File: src/rtl/game_pkg.sv
// Shared scene encodings, widths and default frame counts for the space-2433 game flow.
package game_pkg;

  localparam int unsigned SCORE_W = 7;
  localparam int unsigned LIVES_W = 4;
  localparam int unsigned TIMER_W = 9;

  localparam int unsigned DEF_START_LIVES     = 4;
  localparam int unsigned DEF_RESPAWN_FRAMES  = 120;
  localparam int unsigned DEF_GAMEOVER_FRAMES = 300;
  localparam int unsigned DEF_HISCORE_FRAMES  = 180;

  // Screen codes double as FSM state; the top-level colour mux decodes them directly.
  typedef enum logic [2:0] {
    SCR_TITLE      = 3'd0,
    SCR_PLAY       = 3'd1,
    SCR_RESPAWN    = 3'd2,
    SCR_GAME_OVER  = 3'd3,
    SCR_HIGH_SCORE = 3'd4
  } screen_t;

endpackage

File: src/rtl/frame_timer.sv
// Loadable frame down-counter; expired is high whenever the count is zero.
module frame_timer
  import game_pkg::*;
(
  input  logic               clk,
  input  logic               reset,
  input  logic               load,
  input  logic [TIMER_W-1:0] load_value,
  input  logic               tick,
  output logic               expired
);

  logic [TIMER_W-1:0] count;
  logic [TIMER_W-1:0] count_next;

  // A load takes priority over a coincident tick.
  always_comb begin
    count_next = count;
    if (load) begin
      count_next = load_value;
    end else if (tick && (count != '0)) begin
      count_next = count - TIMER_W'(1);
    end
  end

  always_ff @(posedge clk) begin
    if (reset) begin
      count   <= '0;
      expired <= 1'b1;
    end else begin
      count   <= count_next;
      expired <= (count_next == '0);
    end
  end

endmodule

File: src/rtl/game_flow_controller.sv
// Scene and lives sequencer: title, play, respawn, game-over and high-score flow.
module game_flow_controller
  import game_pkg::*;
#(
  parameter int unsigned START_LIVES     = DEF_START_LIVES,
  parameter int unsigned RESPAWN_FRAMES  = DEF_RESPAWN_FRAMES,
  parameter int unsigned GAMEOVER_FRAMES = DEF_GAMEOVER_FRAMES,
  parameter int unsigned HISCORE_FRAMES  = DEF_HISCORE_FRAMES
) (
  input  logic               clk,
  input  logic               reset,
  input  logic               action_pulse,
  input  logic               frame_tick,
  input  logic               ship_hit,
  input  logic [SCORE_W-1:0] score,
  output logic [2:0]         screen,
  output logic [LIVES_W-1:0] lives,
  output logic               play_enable,
  output logic               game_reset,
  output logic [SCORE_W-1:0] high_score,
  output logic               new_high
);

  screen_t            state;
  screen_t            state_next;
  logic               tmr_load;
  logic [TIMER_W-1:0] tmr_value;
  logic               tmr_expired;
  logic [LIVES_W-1:0] lives_next;
  logic [SCORE_W-1:0] high_next;
  logic               new_high_next;

  frame_timer u_frame_timer (
    .clk        (clk),
    .reset      (reset),
    .load       (tmr_load),
    .load_value (tmr_value),
    .tick       (frame_tick),
    .expired    (tmr_expired)
  );

  always_ff @(posedge clk) begin
    if (reset) begin
      state <= SCR_TITLE;
    end else begin
      state <= state_next;
    end
  end

  always_comb begin
    state_next    = state;
    tmr_load      = 1'b0;
    tmr_value     = '0;
    lives_next    = lives;
    high_next     = high_score;
    new_high_next = new_high;
    case (state)
      SCR_TITLE: begin
        if (action_pulse) begin
          state_next    = SCR_PLAY;
          lives_next    = LIVES_W'(START_LIVES);
          new_high_next = 1'b0;
        end
      end
      SCR_PLAY: begin
        // game_reset marks the first PLAY cycle; a hit there belongs to the previous game.
        if (ship_hit && !game_reset) begin
          if (lives > LIVES_W'(1)) begin
            state_next = SCR_RESPAWN;
            lives_next = lives - LIVES_W'(1);
            tmr_load   = 1'b1;
            tmr_value  = TIMER_W'(RESPAWN_FRAMES);
          end else begin
            state_next = SCR_GAME_OVER;
            lives_next = '0;
            tmr_load   = 1'b1;
            tmr_value  = TIMER_W'(GAMEOVER_FRAMES);
            if (score > high_score) begin
              high_next     = score;
              new_high_next = 1'b1;
            end
          end
        end
      end
      SCR_RESPAWN: begin
        if (tmr_expired) begin
          state_next = SCR_PLAY;
        end
      end
      SCR_GAME_OVER: begin
        if (tmr_expired && action_pulse) begin
          if (new_high) begin
            state_next = SCR_HIGH_SCORE;
            tmr_load   = 1'b1;
            tmr_value  = TIMER_W'(HISCORE_FRAMES);
          end else begin
            state_next = SCR_TITLE;
          end
        end
      end
      SCR_HIGH_SCORE: begin
        if (tmr_expired || action_pulse) begin
          state_next = SCR_TITLE;
        end
      end
      default: begin
        state_next = SCR_TITLE;
      end
    endcase
  end

  always_ff @(posedge clk) begin
    if (reset) begin
      lives       <= LIVES_W'(START_LIVES);
      play_enable <= 1'b0;
      game_reset  <= 1'b0;
      high_score  <= '0;
      new_high    <= 1'b0;
    end else begin
      lives       <= lives_next;
      play_enable <= (state_next == SCR_PLAY);
      game_reset  <= (state == SCR_TITLE) && (state_next == SCR_PLAY);
      high_score  <= high_next;
      new_high    <= new_high_next;
    end
  end

  assign screen = state;

endmodule
File: config.mk
export PLATFORM = sky130hd
export DESIGN_NAME = game_flow_controller
export DESIGN_NICKNAME = d
export VERILOG_FILES = /design/src/rtl/game_pkg.sv /design/src/rtl/frame_timer.sv /design/src/rtl/game_flow_controller.sv
export SDC_FILE = /design/constraint.sdc
export NUM_CORES = 1
export LEC_CHECK = 0
export ABC_AREA = 1
export CAP_MARGIN = 10
export CORE_ASPECT_RATIO = 0.8
export CORE_UTILIZATION = 45
export CTS_CLUSTER_DIAMETER = 100
export DETAILED_ROUTE_END_ITERATION = 12
export GPL_ROUTABILITY_DRIVEN = 0
export PLACE_DENSITY = 0.75
export SETUP_SLACK_MARGIN = 0.05
export SYNTH_ARGS = -nofsm -noshare
export SYNTH_HDL_FRONTEND = slang
export SYNTH_HIERARCHICAL = 1
export SYNTH_SLANG_ARGS = --single-unit
export TNS_END_PERCENT = 30
File: constraint.sdc
create_clock -name clk -period 1.85 [get_ports clk]
set_clock_uncertainty 0.05 [all_clocks]
set_input_delay 0.4625 -clock clk [delete_from_list [all_inputs] [get_ports clk]]
set_output_delay 0.4625 -clock clk [all_outputs]
set_load 0.005 [all_outputs]
======== Yosys cells after proc, flatten, opt, wreduce, memory -nomap -nowiden ========
Cells that the tools add are included.
storage, ports and cells
  register bits after elaboration ......... 27
  logic and storage cells ................. 63
cells by class
  add/sub/neg operators ................... 2
  magnitude comparators ................... 2
  eq/ne operators ......................... 9
  mux-type cells .......................... 28
  bitwise logic cells ..................... 1
  reduce and logical (&&, ||, !) cells .... 13
operators with widths
  kind                                                  count
  two-way mux 9 bit                                     4
  two-way mux 3 bit                                     6
  one-hot mux 9 bit (2 select lines)                    1
  two-way mux 8 bit                                     2
  one-hot mux 3 bit (5 select lines)                    1
  two-way mux 4 bit                                     3
  logical NOT 9 bit                                     1
  nonzero test 9 bit                                    1
  subtractor 9 x 1 -> 9 bit (second input constant)     1
  two-way mux 1 bit                                     8
  inequality test 2 bit (second input constant)         4
  one-hot mux 4 bit (2 select lines)                    1
  > comparator 7 bit                                    1
  equality test 3 x 1 -> 1 bit (second input constant)  2
  equality test 3 x 2 -> 1 bit (second input constant)  2
  AND reduction 5 bit                                   1
  > comparator 4 x 1 -> 1 bit (second input constant)   1
  logical AND 1 bit                                     4
  one-hot mux 1 bit (2 select lines)                    2
  AND reduction 4 bit                                   1
  subtractor 4 x 1 -> 4 bit (second input constant)     1
  equality test 3 bit (second input constant)           1
  logical NOT 3 bit                                     1
  AND reduction 3 bit                                   1
  4 further kinds                                       4

======== Logic depth before layout (Yosys ltp) ========
Gate-level depths: netlist (run 1).
  depth in word-level cells ............... 6
  depth in mapped cells ................... 15
  gate-level depth less buffers ........... 14

======== Cells and area by module ========
Netlist (run 1), hierarchy kept.
by module, submodules not included
  module                times used  cells each  area an instance (um2)
  game_flow_controller  1           168         1116.1
  frame_timer           1           127         758.2

======== Worst setup path after synthesis (run 1) ========
No wires, ideal clock.
  path type ............................... register to register
  start ................................... register state[0] (netlist: screen[0])
  end ..................................... register u_frame_timer.expired
  setup time .............................. 0.058 ns
  arrival ................................. 1.817 ns
  data required time ...................... 1.742 ns
  slack ................................... -0.075 ns
  cell stages (with the launch flop) ...... 15
  path buffers ............................ 1
  clock period less this slack ............ 1.925 ns
  cell sequence ........................... dfxtp_1 -> inv_2 -> nor2_4 -> nand2_1 -> nor3_1 -> inv_1 -> nand2_1 -> inv_1 -> buf_6 -> or2_2 -> nand2_1 -> nand3_1 -> nor2_1 -> nand3_1 -> nand2_1
between the ends
  word-level cells in the longest chain between the ends .. 4
  elaborated cells between the ends (all ways) .. 6
  those cells by class .................... eq/ne: 2; mux: 3; reduce/logical: 1
RTL lines
  element                                                                       RTL line                    source
  start: declaration                                                            game_flow_controller.sv:24  screen_t state;
  start signal: assignment                                                      game_flow_controller.sv:46  state <= state_next;
  equality test 3 x 2 -> 1 bit or equality test 3 x 1 -> 1 bit (tied branches)  game_flow_controller.sv:57  case (state)
  one-hot mux 9 bit (2 select lines) *                                          game_flow_controller.sv:57
  named net tmr_value[7]                                                        game_flow_controller.sv:27  logic [TIMER_W-1:0] tmr_value;
  two-way mux 9 bit *                                                           frame_timer.sv:19           if (load) begin
  logical NOT 9 bit *                                                           frame_timer.sv:32           expired <= (count_next == '0);
  end signal: assignment                                                        frame_timer.sv:32
  end: declaration                                                              frame_timer.sv:10           output logic expired
Mark *: on every way through the listed nets, which the timed path passes. The rest lies on a longest branch.
A chain may end at the register's enable or synchronous reset.

======== Worst setup path in the final report (run 1) ========
Ends and elaborated chain as after synthesis.

==> metrics.md, run 1 <==
| Metric | Value |
|---|---|
| R2r worst-path depth | 15 |
| Num CTS Buffers | 3 |
| Yosys top cell by area | dfxtp_1 |
| Asr flop ratio synth | 0% |
| Vias in the first global route | roughly 1800 |
| FF-to-FF End | u_frame_timer/expired$_SDFF_PP1_ |
| Hold depth | 2 |
| Post-DRT Antenna Nets | 0 |
| Final Non-Filler Cells | 412 |
| Largest net degree at the start of global routing | 17 |
| # diodes | 0 |
| Initial Utilization | around half |
| Initial antenna violation count | 0 |
| Chip width | roughly 74 microns |
| Crit Path Max Fanout | 4 |
| Total track usage | between 20% and 30% |
| CP Class | reg2reg |
| Synthesis-to-finish area growth | 39.99% |
| Status | finished, final reports clean |
| CTS Hold Bufs | 0 |
| Hold Violations, Final | 0 |
| Fmax | around 550 MHz |
| Yosys reg bits | 27 |
| Routed WL per cell | ~11 microns |
| Worst Setup Start Kind | flop |
| Met3 Usage GRT | 3.710% |
| Core Util, Final | between 60% and 70% |
| Worst Path Required | 2030 ps |
| Main synth FF type | dfxtp_1 |
| Final instance area | between 2000 and 3000 sq um |
| Met2 usage | between 30 and 40% |
| CTS tree | yes |
| Most frequent cells in the layout | 74 x nand2_1, 46 x inv_1, 36 x nor2_1, 28 x buf_4, 23 x dfxtp_1 |
| Final setup fails | 0 |
| Post-Syn Instances | around 300 |
| Synthesis Warnings | 6 |
| Fin. max-slew vios | 0 |
| Drt via density | between 4 and 5 |
| Yosys top cell area share | between 20% and 30% |
| I/O Buffers | 28 |
| Crit. End Element | flop |
| Final WL | between 4 and 5 mm |
| I/O pin count | 29 |
| DRC Markers | 0 |
| CTS Sinks | 27 |
| Mean Syn Cell Area | about 6.4 sq um |
| LEAKAGE | 1.330 nW |
| Max Cap Viol | 0 |
| Hold Path End | lives[0]$_SDFFE_PP0P_ |
| Layout cell share with drive strength beyond 1 | approximately a quarter |
| GR Util met1 | 30.68% |
| Post-place instance area | ~2400 sq um |
| Mapped Area | about 1900 sq um |
| Max VDD drop | 0.5418 mV |
| Rows | 20 |
| Pre-antenna DRT Iters | 5 |
| Vias after detailed routing | about 2000 |
| Total gr overflow | 0 |
| Placed Cells | about 400 |
| Die H | around 60 microns |
| Worst r2r src | screen[0]$_SDFF_PP0_ |
| Root Driver | clkbuf_8 |
| Busiest grt layer | met2 |
| Unrepaired setup endpoints after global routing | yes |
| Power per cell area | 1065 nW/um^2 |
| Commonest non-fill, non-tap cell in the layout | nand2_1 |
| Nets | 380 |
| Clock Latency Late Sink | about 280 ps |
| H-tree levels | 1 |
| CP arrival | slightly below 2000 ps |
| Hold path start | lives[0]$_SDFFE_PP0P_ |
| Tcrit/Tclk final | between 90 and 100% |
| Die area | ~4400 sq um |
| Main area contributors after synthesis | dfxtp_1 29%, nand2_1 16%, inv_1 10% |
| Worst-path clk slew | roughly 100 ps |
| Worst R2R Setup Slack | 40 ps |
| CTS Buffer Depth | 2 |
| Worst hold path class | reg2reg |
| Netlist cell types | 34 |
| Final HPWL DP | ~3.3 mm |
| Detailed Route Iter0 Violations | 130 |
| Power Total | approximately 2.8 mW |
| Register area share after synthesis | between 20% and 30% |
| Core area | 3904 sq um |
| First-pass GRT wire length | between 7 and 8 mm |
| Hold slack | around 450 ps |
| Number of flops mapped to enable cells by yosys | 0 |
| Fin crit period | 1805 ps |
worst max path at each step:
stage / cells after the start / slack (ps) / end / from
6_report: 15 / 40 / u_frame_timer/expired$_SDFF_PP1_ / screen[0]$_SDFF_PP0_
5_1_grt: 15 / -110 / u_frame_timer/expired$_SDFF_PP1_ / screen[0]$_SDFF_PP0_
4_1_cts: 13 / 20 / u_frame_timer/expired$_SDFF_PP1_ / screen[0]$_SDFF_PP0_
3_5_place_dp: 12 / -430 / u_frame_timer/expired$_SDFF_PP1_ / action_pulse
3_3_place_gp: 12 / -370 / u_frame_timer/expired$_SDFF_PP1_ / action_pulse
2_1_floorplan: 12 / 60 / u_frame_timer/expired$_SDFF_PP1_ / ship_hit
final cells by class:
type / instances / area [sq um]
Fill cell: 339 / 1280
Multi-Input combinational cell: 211 / 1195
Sequential cell: 27 / 548.0
Timing Repair Buffer: 60 / 546.8
Inverter: 54 / 209.0
Tap cell: 55 / 68.82
Clock buffer: 3 / 41.29
Clock inverter: 1 / 7.507
Timing Repair inverter: 1 / 7.507
flip-flops by register name (all words and copies together) (netlist names):
register,flops
high_score,7
game_reset,1
u_frame_timer/expired,1
u_frame_timer/count,9
lives,4
screen,3
play_enable,1
new_high,1
routing by layer:
layer	wire length, microns	part of all wire (%)	up-vias
met1	2319	51	885
met2	2053	45	41
li1	-	-	1042
met5	0	0	-
met4	21	0.46	0
met3	171	3.7	2
where the power goes:
group	switching [mW]	internal [mW]	leakage (nW)
clock network	0.200	0.153	0.0217
logic	0.901	0.727	1.09
registers	0.127	0.688	0.223
worst max-delay path, cell delays in order, from the launching register on:
cell and delay [ps]:
dfxtp_4 380, inv_4 30, nor2_4 70, nand2_1 70, nor3_2 160, inv_2 80, nand2_4 100, clkinvlp_4 140
buf_6 150, nand2_2 50, nor2_2 40, nor2_2 120, nand2_1 70, nor2_1 100, nand3_1 70, nand2_1 70
synthesized netlist by cell type (2+ instances only):
library cell,count
nor2_1,39
nand4_1,10
or2_2,6
o21ai_0,3
nor3_1,4
ha_1,10
nand3_4,3
nand3b_1,2
buf_1,2
nand2_1,81
nor2_2,6
nand2_2,2
inv_2,4
dfxtp_1,27
a21oi_1,7
nand3_1,22
inv_1,50
repair_timing:
| action | 4_1_cts | 5_1_grt |
|---|---|---|
| gates resized for setup | 22 | 16 |
| pin swaps | 15 | 12 |
| setup buffers | 3 | 2 |
| cloned | 1 | 0 |
| setup endpoints to repair | 16 | 16 |
cell families (layout without fill, tap and decap cells):
| logic type | count (synthesis) | after routing | synth area share (%) |
|---|---|---|---|
| buffers and inverters | 58 | 119 | 12.22 |
| XOR/XNOR | 1 | 1 | 0.4674 |
| AO/OA/AOI/OAI | 17 | 17 | 5.407 |
| adder cells (fa/ha/maj) | 10 | 10 | 6.676 |
| other | 1 | 2 | 0.2001 |
| flip-flops | 27 | 27 | 28.84 |
| AND/OR/NAND/NOR | 181 | 181 | 46.20 |
per-stage QoR:
step	worst slack [ps]	setup TNS, ps
2_1_floorplan	58.94	0
3_3_place_gp	-372.4	-5230
3_5_place_dp	-427.7	-5994
4_1_cts	20.18	0
5_1_grt	-113.4	-178.2
6_report	44.93	0
No activity file was read; power rests on OpenSTA's default activity.
==> run 2, diff against run 1 <==
- CAP_MARGIN: 10 -> 30
==> results of run 2 <==
No change in the layout: final DEF, timing and power equal those of run 1.
==> run 3, diff against run 2 <==
- PLACE_DENSITY: 0.75 -> unset
- PLACE_DENSITY_LB_ADDON: unset -> 0.1
==> metrics.md, run 3 (synthesis results as in run 1) <==
| Metric | Value |
|---|---|
| Core Util, Final | between 70% and 80% |
| Die area | about 4400 sq um |
| Most frequent cells in the layout | 72 x nand2_1, 45 x inv_1, 36 x buf_4, 35 x nor2_1 |
| Area of the multi-input gates | about 1300 sq um |
| Num CTS Buffers | 3 |
| Fin crit period | about 1800 ps |
| Crit. End Element | flop |
| Unrepaired setup endpoints after global routing | yes |
| Power per cell area | ~1000 nW/um^2 |
| CP cell instances | inv_2 -> nor2_4 -> nand2_2 -> nor3_4 -> inv_2 -> nand2_4 -> clkinvlp_4 -> buf_6 -> nand2_1 -> nor2_1 -> nor2_2 -> nand2_1 -> nor2_1 -> nand3_1 -> nand2_1 |
| Synthesis-to-finish area growth | 47.06% |
| Chip width | 74.16 microns |
| Routed WL per cell | about 12 microns |
| DRC Markers | 0 |
| Placed Cells | a little over 400 |
| Final WL | roughly 4.9 mm |
| CTS tree | yes |
| Worst-path clk slew | approximately 100 ps |
| Critical path's largest stage delay | 370 ps |
| Largest Register | u_frame_timer/count |
| # diodes | 0 |
| Total track usage | a little under a quarter |
| H-tree levels | 1 |
| Final worst setup slack | 58.09 ps |
| Worst Path Required | around 2000 ps |
| Final setup fails | 0 |
| Post-place instance area | between 2000 and 2500 sq um |
| Drt via density | roughly 4.8 |
| Core area | 3904 sq um |
| Number of flip-flops in the largest register | 9 |
| Die H | 59.73 microns |
| Vias after detailed routing | between 2000 and 2500 |
| Vias in the first global route | ~1700 |
| Fmax | around 560 MHz |
| CTS Hold Bufs | 0 |
| Max VDD drop | between 0.7 and 0.8 mV |
| Total gr overflow | 0 |
| Critical-path top delay cell | dfxtp_4 |
| Nets | between 300 and 400 |
| Final instance area | roughly 2800 sq um |
| CTS Sinks | 27 |
| Rows | 20 |
| CP arrival | around 2000 ps |
| Worst hold path class | reg2reg |
| Largest net degree at the start of global routing | 16 |
| Fin. max-slew vios | 0 |
| Fin Setup TNS | 0 ps |
| Worst Setup Start Kind | flop |
| Final Non-Filler Cells | about 420 |
| Status | finished, final reports clean |
| LEAKAGE | approximately 1.4 nW |
| Layout cell share with drive strength beyond 1 | 28.02% |
| Biggest regs | u_frame_timer/count: 9 flops, high_score: 7 flops, lives: 4 flops |
| CTS Buffer Depth | 2 |
| Initial antenna violation count | 0 |
| Commonest non-fill, non-tap cell in the layout | nand2_1 |
| I/O pin count | 29 |
| Pre-antenna DRT Iters | 4 |
| Detailed Route Iter0 Violations | approximately 110 |
| Power Total | 2.859 mW |
| Hold Violations, Final | 0 |
| Root Driver | clkbuf_8 |
| Post-Place Setup Slack | -453.5 ps |
| Post-DRT Antenna Nets | 0 |
| Sequential Area | 551.8 sq um |
| Max Cap Viol | 0 |
| Worst path most repeated cell | nand2_1 |
| Fillers | roughly 340 |
| Tcrit/Tclk final | roughly 97% |
| Clock Latency Late Sink | 270 ps |
| First-pass GRT wire length | roughly 7.8 mm |
| Hold slack | about 470 ps |
| Crit Path Max Fanout | 5 |
| CP Class | reg2reg |
| Final HPWL DP | about 3.3 mm |
| I/O Buffers | 28 |
| Initial Utilization | about half |
run 3: cell types whose count changed in the layout (fill, tap and decap cells not counted), sizes merged:
cell           before  now
dlygate4sd2         6    2
dlymetal6s2s        4    9
buf                32   39
clkinv              0    1
clkinvlp            3    2
clkdlybuf4s50      18   17
run 3: routing by layer:
| metal | global-route usage [%] | vias up | share of wire (%) |
|---|---|---|---|
| met3 | 3.879 | 4 | 4.5 |
| met2 | 37.92 | 58 | 46 |
| li1 | - | 1053 | - |
| met1 | 32.57 | 901 | 49 |
| met4 | 3.297 | 0 | 0.53 |
| met5 | 0 | - | 0 |
run 3: worst paths after layout:
check,start,to,slack (ps),cells past startpoint
max,screen[0]$_SDFF_PP0_,u_frame_timer/expired$_SDFF_PP1_,60,15
min,lives[0]$_SDFFE_PP0P_,lives[0]$_SDFFE_PP0P_,470,2
min reg2reg,lives[0]$_SDFFE_PP0P_,lives[0]$_SDFFE_PP0P_,470,2
max reg2reg,screen[0]$_SDFF_PP0_,u_frame_timer/expired$_SDFF_PP1_,60,15
run 3: worst max-delay path, delay by kind of cell, from the launching register on:
family | cells | cell delay [ps]
and+or+nand+nor | 11 | 920
DFF | 1 | 370
buffers and inverters | 4 | 400
run 3: where the power goes:
group | switching (mW) | internal (mW) | leakage (nW)
sequential | 0.130 | 0.688 | 0.224
combinational | 0.930 | 0.768 | 1.18
clock | 0.192 | 0.151 | 0.0255
run 3: timing repair:
item                                    4_1_cts  5_1_grt
pin swaps                                    12       17
gates cloned                                  1        0
endpoints found under the setup margin       16       20
setup buffers                                 6        0
resized for setup                            20       32
run 3: layout make-up:
type                            instances  share of cell area [%]
Inverter                               54                   7.490
Clock buffer                            3                   1.498
Clock inverter                          1                  0.1816
Multi-Input combinational cell        211                   45.80
Timing Repair Buffer                   67                   22.24
Timing Repair inverter                  1                  0.2724
Sequential cell                        27                   20.02
Tap cell                               55                   2.497
